`config.mk`:
```
export PLATFORM = sky130hd
export DESIGN_NAME = bram_burst_ctrl
export DESIGN_NICKNAME = d
export VERILOG_FILES = /design/src/rtl/dataTypes_pkg.sv /design/src/rtl/burst_fifo.sv /design/src/rtl/bram_burst_ctrl.sv
export SDC_FILE = /design/constraint.sdc
export NUM_CORES = 1
export LEC_CHECK = 0
export ABC_AREA = 1
export ABC_CLOCK_PERIOD_IN_PS = 5100
export BUFFER_PORTS_ARGS = -buffer_cell sky130_fd_sc_hd__clkbuf_2
export CAP_MARGIN = 20
export CELL_PAD_IN_SITES_DETAIL_PLACEMENT = 0
export CELL_PAD_IN_SITES_GLOBAL_PLACEMENT = 1
export CORE_MARGIN = 5
export CORE_UTILIZATION = 55
export CTS_BUF_LIST = sky130_fd_sc_hd__clkbuf_4
export CTS_CLUSTER_DIAMETER = 40
export CTS_CLUSTER_SIZE = 8
export DETAILED_ROUTE_END_ITERATION = 7
export GPL_TIMING_DRIVEN = 0
export PLACE_DENSITY_LB_ADDON = 0.1
export SLEW_MARGIN = 20
export SYNTH_ARGS = -nofsm -noshare
export SYNTH_HDL_FRONTEND = slang
export SYNTH_SLANG_ARGS = --single-unit
```
`constraint.sdc`:
```
create_clock -name clk -period 5.1 [get_ports clk]
set_clock_uncertainty 0.15 [all_clocks]
set_input_delay 0.765 -clock clk [delete_from_list [all_inputs] [get_ports clk]]
set_output_delay 0.765 -clock clk [all_outputs]
set_load 0.05 [all_outputs]
```
`src/rtl/dataTypes_pkg.sv`:
```
// rtl/dataTypes_pkg.sv - shared types and helpers for the BRAM burst controller
package dataTypes_pkg;

  typedef enum logic [1:0] {
    S_IDLE,
    S_READ,
    S_DRAIN,
    S_WRITE
  } bram_burst_state_t;

  // Occupancy counter width: must hold the value DEPTH itself, hence the +1.
  function automatic int BURST_FIFO_CNT_W(input int depth);
    return $clog2(depth) + 1;
  endfunction

endpackage

```
`src/rtl/burst_fifo.sv`:
```
// rtl/burst_fifo.sv - show-ahead synchronous FIFO holding returned read words
module burst_fifo
  import dataTypes_pkg::*;
#(
  parameter int DATA_W = 32,
  parameter int DEPTH  = 16,
  localparam int CNT_W = BURST_FIFO_CNT_W(DEPTH),
  localparam int PTR_W = $clog2(DEPTH)
) (
  input  logic              clk,
  input  logic              resetN,
  input  logic              flush,
  input  logic              push,
  input  logic [DATA_W-1:0] din,
  input  logic              pop,
  output logic [DATA_W-1:0] dout,
  output logic              empty,
  output logic              full,
  output logic [CNT_W-1:0]  count
);

  logic [DATA_W-1:0] mem [DEPTH];
  logic [PTR_W-1:0]  wr_ptr;
  logic [PTR_W-1:0]  rd_ptr;
  logic              do_push;
  logic              do_pop;

  // Push while full is allowed when a pop frees the slot in the same cycle.
  always_comb begin
    empty   = (count == '0);
    full    = (count == CNT_W'(DEPTH));
    do_pop  = pop && !empty;
    do_push = push && (!full || pop);
    dout    = mem[rd_ptr];
  end

  // Pointer and occupancy bookkeeping; flush empties the queue at once.
  always_ff @(posedge clk) begin
    if (!resetN || flush) begin
      wr_ptr <= '0;
      rd_ptr <= '0;
      count  <= '0;
    end else begin
      if (do_push) wr_ptr <= wr_ptr + PTR_W'(1);
      if (do_pop)  rd_ptr <= rd_ptr + PTR_W'(1);
      case ({do_push, do_pop})
        2'b10:   count <= count + CNT_W'(1);
        2'b01:   count <= count - CNT_W'(1);
        default: count <= count;
      endcase
    end
  end

  // Storage array; contents need no reset because count gates visibility.
  always_ff @(posedge clk) begin
    if (do_push) mem[wr_ptr] <= din;
  end

endmodule

```
`src/rtl/bram_burst_ctrl.sv`:
```
// rtl/bram_burst_ctrl.sv - burst read/write controller in front of a single-port BRAM
module bram_burst_ctrl
  import dataTypes_pkg::*;
#(
  parameter int ADDR_W     = 15,
  parameter int DATA_W     = 32,
  parameter int LEN_W      = 16,
  parameter int READ_LAT   = 2,
  parameter int FIFO_DEPTH = 16
) (
  input  logic              clk,
  input  logic              resetN,
  input  logic              req_valid,
  output logic              req_ready,
  input  logic              req_write,
  input  logic [ADDR_W-1:0] req_addr,
  input  logic [LEN_W-1:0]  req_len,
  input  logic              abort,
  input  logic [DATA_W-1:0] wr_data,
  input  logic              wr_valid,
  output logic              wr_ready,
  output logic [DATA_W-1:0] rd_data,
  output logic              rd_valid,
  input  logic              rd_ready,
  output logic              busy,
  output logic              done,
  output logic [ADDR_W-1:0] bram_addr,
  output logic [DATA_W-1:0] bram_wdata,
  output logic              bram_en,
  output logic              bram_we,
  input  logic [DATA_W-1:0] bram_rdata
);

  localparam int CNT_W = BURST_FIFO_CNT_W(FIFO_DEPTH);

  if (READ_LAT < 1) begin : g_bad_lat
    $error("bram_burst_ctrl: READ_LAT must be at least 1");
  end
  if ((FIFO_DEPTH < READ_LAT + 2) || ((FIFO_DEPTH & (FIFO_DEPTH - 1)) != 0)) begin : g_bad_depth
    $error("bram_burst_ctrl: FIFO_DEPTH must be a power of two and >= READ_LAT+2");
  end

  bram_burst_state_t state;
  bram_burst_state_t state_nxt;
  logic [ADDR_W-1:0] cur_addr;
  logic [LEN_W-1:0]  remaining;
  logic [READ_LAT-1:0] vld;
  logic              done_q;
  logic [CNT_W-1:0]  inflight;
  logic [CNT_W-1:0]  fifo_count;
  logic              fifo_empty;
  logic              fifo_full;
  logic              credit_ok;
  logic              accept;
  logic              issue;
  logic              beat;

  burst_fifo #(
    .DATA_W (DATA_W),
    .DEPTH  (FIFO_DEPTH)
  ) u_fifo (
    .clk    (clk),
    .resetN (resetN),
    .flush  (abort),
    .push   (vld[READ_LAT-1]),
    .din    (bram_rdata),
    .pop    (rd_ready),
    .dout   (rd_data),
    .empty  (fifo_empty),
    .full   (fifo_full),
    .count  (fifo_count)
  );

  assign rd_valid = !fifo_empty;

  // Reads in flight = number of set bits in the latency shift register.
  always_comb begin
    inflight = '0;
    for (int i = 0; i < READ_LAT; i++) begin
      inflight = inflight + CNT_W'(vld[i]);
    end
  end

  // State register.
  always_ff @(posedge clk) begin
    if (!resetN) state <= S_IDLE;
    else         state <= state_nxt;
  end

  // Next-state logic; abort always returns to idle.
  always_comb begin
    state_nxt = state;
    case (state)
      S_IDLE:  if (accept && (req_len != '0)) state_nxt = req_write ? S_WRITE : S_READ;
      S_READ:  if (issue && (remaining == LEN_W'(1))) state_nxt = S_DRAIN;
      S_DRAIN: if (inflight == '0) state_nxt = S_IDLE;
      S_WRITE: if (beat && (remaining == LEN_W'(1))) state_nxt = S_IDLE;
      default: state_nxt = S_IDLE;
    endcase
    if (abort) state_nxt = S_IDLE;
  end

  // Outputs and handshakes; reserved FIFO slots include words still in the BRAM pipe.
  always_comb begin
    credit_ok  = !fifo_full &&
                 (({1'b0, fifo_count} + {1'b0, inflight}) < (CNT_W + 1)'(FIFO_DEPTH));
    req_ready  = resetN && (state == S_IDLE);
    accept     = req_ready && req_valid && !abort;
    issue      = resetN && (state == S_READ) && (remaining != '0) && credit_ok && !abort;
    wr_ready   = resetN && (state == S_WRITE);
    beat       = wr_ready && wr_valid && !abort;
    bram_en    = issue || beat;
    bram_we    = beat;
    bram_addr  = cur_addr;
    bram_wdata = wr_data;
    busy       = resetN && (state != S_IDLE);
    done       = resetN && (done_q || ((state == S_DRAIN) && (inflight == '0) && !abort));
  end

  // Address/length counters, latency pipe and the delayed completion for writes and empty bursts.
  always_ff @(posedge clk) begin
    if (!resetN) begin
      cur_addr  <= '0;
      remaining <= '0;
      vld       <= '0;
      done_q    <= 1'b0;
    end else if (abort) begin
      remaining <= '0;
      vld       <= '0;
      done_q    <= 1'b0;
    end else begin
      vld[0] <= issue;
      for (int i = 1; i < READ_LAT; i++) begin
        vld[i] <= vld[i-1];
      end
      done_q <= (accept && (req_len == '0)) || (beat && (remaining == LEN_W'(1)));
      if (accept) begin
        cur_addr  <= req_addr;
        remaining <= req_len;
      end else if (issue || beat) begin
        cur_addr  <= cur_addr + ADDR_W'(1);
        remaining <= remaining - LEN_W'(1);
      end
    end
  end

endmodule

```
==> impl_metrics.toml <==
[timing]
layout_setup_ws_ns = 0.536
tns_ns = 0
fmax_mhz = 219
period_share_pct = 89.5
slew_headroom_pct = 34.9
slew_violations = 0
hold_viol = 0
post-route-min-period_ns = 4.56
tightest_slew_ns = 0.976
finalSetupViolations = 0
rsz0062_at_grt = "false"

[finish]
final_cell_mix = "512 x edfxtp_1, 196 x inv_1, 191 x o21ai_0"
layout-drive-gt1-share_pct = 17.9
final_common_cell = "edfxtp_1"
final_util_pct = 62.7
area_growth_pct = 13.0
final_nets = 2283

[setup_path]
max_stage_delay_ns = 0.73
crit_required_ns = 4.18
cpLargestDelayFamily = "buffers and inverters"
r2r-start = "u_fifo.count[1]$_SDFFE_PP0P_"
r2r-end = "u_fifo.count[3]$_SDFFE_PP0P_"
reg2reg_depth = 12
cpMostUsedCell = "clkbuf_1"
crit_chain = "clkbuf_1 -> inv_1 -> clkbuf_1 -> clkbuf_1 -> o211ai_1 -> o211ai_1 -> nand2_1 -> clkbuf_2"
crit_buf_inv = 5
crit_path_end_kind = "output port"
crit_fanout = 10
critPathSlowestCell = "clkbuf_1"
critical_path_class = "flip-flop to output port"
critPathLaunchType = "flip-flop"
cp_data_arrival_time_ns = 3.65
r2r_slack_ns = 2.23

[clock_tree]
hold_buffers = 4
cts.clk_slew.worst_paths_ns = 0.09
clkLatencyLatePin_ns = 0.84
clockBufferDepth = 3
cts-root-buf = "clkbuf_4"
cts_resized = 0
htreeDepth = 3
clkSinkCount = 565
cts_setup_buffers = 0
cts_buffers = 87
cts_tree = "built"

[grt]
grt_max_degree = 21
grt_overflow = 0
grt_pass1_vias = 16000
grt_use_total_pct = 27.5
antenna_found_initial = 2
grt_pass1_wl_um = 97600

[floorplanning]
initial_core_util_pct = 55.5
row_count = 76
io_pins = 188
fp.dieH_um = 218
die_w_um = 218
core_um2 = 43100
fp.dieArea_um2 = 47700

[logic_synthesis]
async_flop_share_pct = 0
synth_ff_type = "edfxtp_1"
synthCells = 1897
netlist_area_um2 = 23900
synth_cell_type_count = 39
ys_seq_area_share_pct = 68.8
synth_nets = 2016
ys_ff_latch = 565
synth_edf_count = 512
postSynthAreaPerCell_um2 = 12.6
ys_warn_count = 0

[detailed_routing]
wl_um = 66100
routed-via-count = 16100
route.detailed.drc = 0
drt_iter0_drc = 1477
avgRoutedWirePerCell_um = 23.7
first_pass_iters = 5
postRouteAntennaNets = 0
via_per_inst = 5.78

[placed_design]
pre_cts_ws_ns = 1.45
dp_hpwl_um = 43600
port_buffers = 154
place_congestion = 0.843

[min_path]
whs_path_depth = 3
min_to = "bram_addr[13]$_SDFFE_PN0P_"
min_from = "req_addr[13]"
hold_path.class = "input port to flip-flop"

[power_and_ir_drop]
power_density_nw_per_um2 = 298
worst_ir_drop_vdd_mv = 0.210
power_leakage_nw = 9.42

[flow_run]
cap_violations = 0

[outcome]
outcome = "complete, no violations"
## layer usage
metal	up-vias	GRT usage (%)	part of all wire, %
li1	7401	-	-
met1	7927	38.6	41
met2	677	44.9	48
met3	120	4.81	7.9
met4	2	7.83	2.5
met5	-	0	0.057
## per-stage QoR
step / power [mW] / cells / area, um^2 / hold WS (ns)
4_1_cts: 8.07 / 2786 / 27000 / 0.00659
3_3_place_gp: 5.46 / 2636 / 25400 / 0.304
2_1_floorplan: 5.33 / 1897 / 23900 / 0.291
6_report: 8.04 / 2791 / 27000 / 0.0752
5_1_grt: 8.33 / 2789 / 27000 / 0.0298
3_5_place_dp: 5.46 / 2656 / 26000 / 0.315
## power by group
part	total (mW)	switching, mW	leakage [nW]	internal, mW
Clock	2.68	1.57	0.574	1.10
Sequential	5.05	0.00936	5.03	5.04
Combinational	0.308	0.221	3.82	0.0872
## layout make-up
cell class	count	area, um^2
Antenna cell	5	12.5
Buffer	140	769
Clock buffer	104	781
Clock inverter	22	174
Fill cell	3440	16100
Inverter	199	748
Multi-Input combinational cell	993	6070
Sequential cell	565	16400
Tap cell	585	732
Timing Repair Buffer	178	1290
## cell usage after synthesis (5+ instances only)
master,instances,area share (%)
a21oi_1,167,3.5
a31oi_1,7,0.18
buf_1,9,0.14
buf_2,21,0.44
buf_4,50,1.6
clkbuf_1,56,0.88
dfxtp_1,53,4.4
edfxtp_1,512,64
ha_1,16,0.84
inv_1,196,3.1
mux2i_1,130,5.4
nand2_1,149,2.3
nand3_1,70,1.5
nand4_1,5,0.13
nor2_1,78,1.2
nor3_1,8,0.17
o211ai_1,128,4.0
o21ai_0,191,4.0
xnor2_1,6,0.22
xor2_1,12,0.44
## cell families after synthesis
| group | Yosys count | synth area share (%) |
|---|---|---|
| XOR/XNOR | 18 | 0.660 |
| adder cells (fa/ha/maj) | 17 | 0.921 |
| flip-flops | 565 | 68.8 |
| AND/OR/NAND/NOR | 322 | 5.73 |
| buffers and inverters | 339 | 6.35 |
| AO/OA/AOI/OAI | 506 | 12.1 |
| multiplexers | 130 | 5.44 |
## sequential cells by signal, indices dropped and copies added (netlist names), named ones only
register       cells
u_fifo.mem       512
remaining         16
bram_addr         15
u_fifo.count       5
u_fifo.rd_ptr      4
u_fifo.wr_ptr      4
state              2
vld                2
done_q             1
## worst max-delay path by stage
stage | end | startpoint | slack [ns] | depth (start not counted)
after CTS | rd_data[29] | flip-flop | 0.55 | 8
after global routing | rd_data[27] | flip-flop | 0.42 | 8
after global placement | u_fifo.mem[3][18]$_DFFE_PP_ | rd_ready | -0.18 | 7
final | rd_data[27] | flip-flop | 0.54 | 8
after detailed placement | rd_data[29] | flip-flop | 1.45 | 8
after floorplan | done | resetN | 1.76 | 6
## worst min-delay path: stages
cell and delay, ns:
clkbuf_2 0.08, mux2i_1 0.05, a21oi_1 0.11
(Power assumes the default switching activity.)
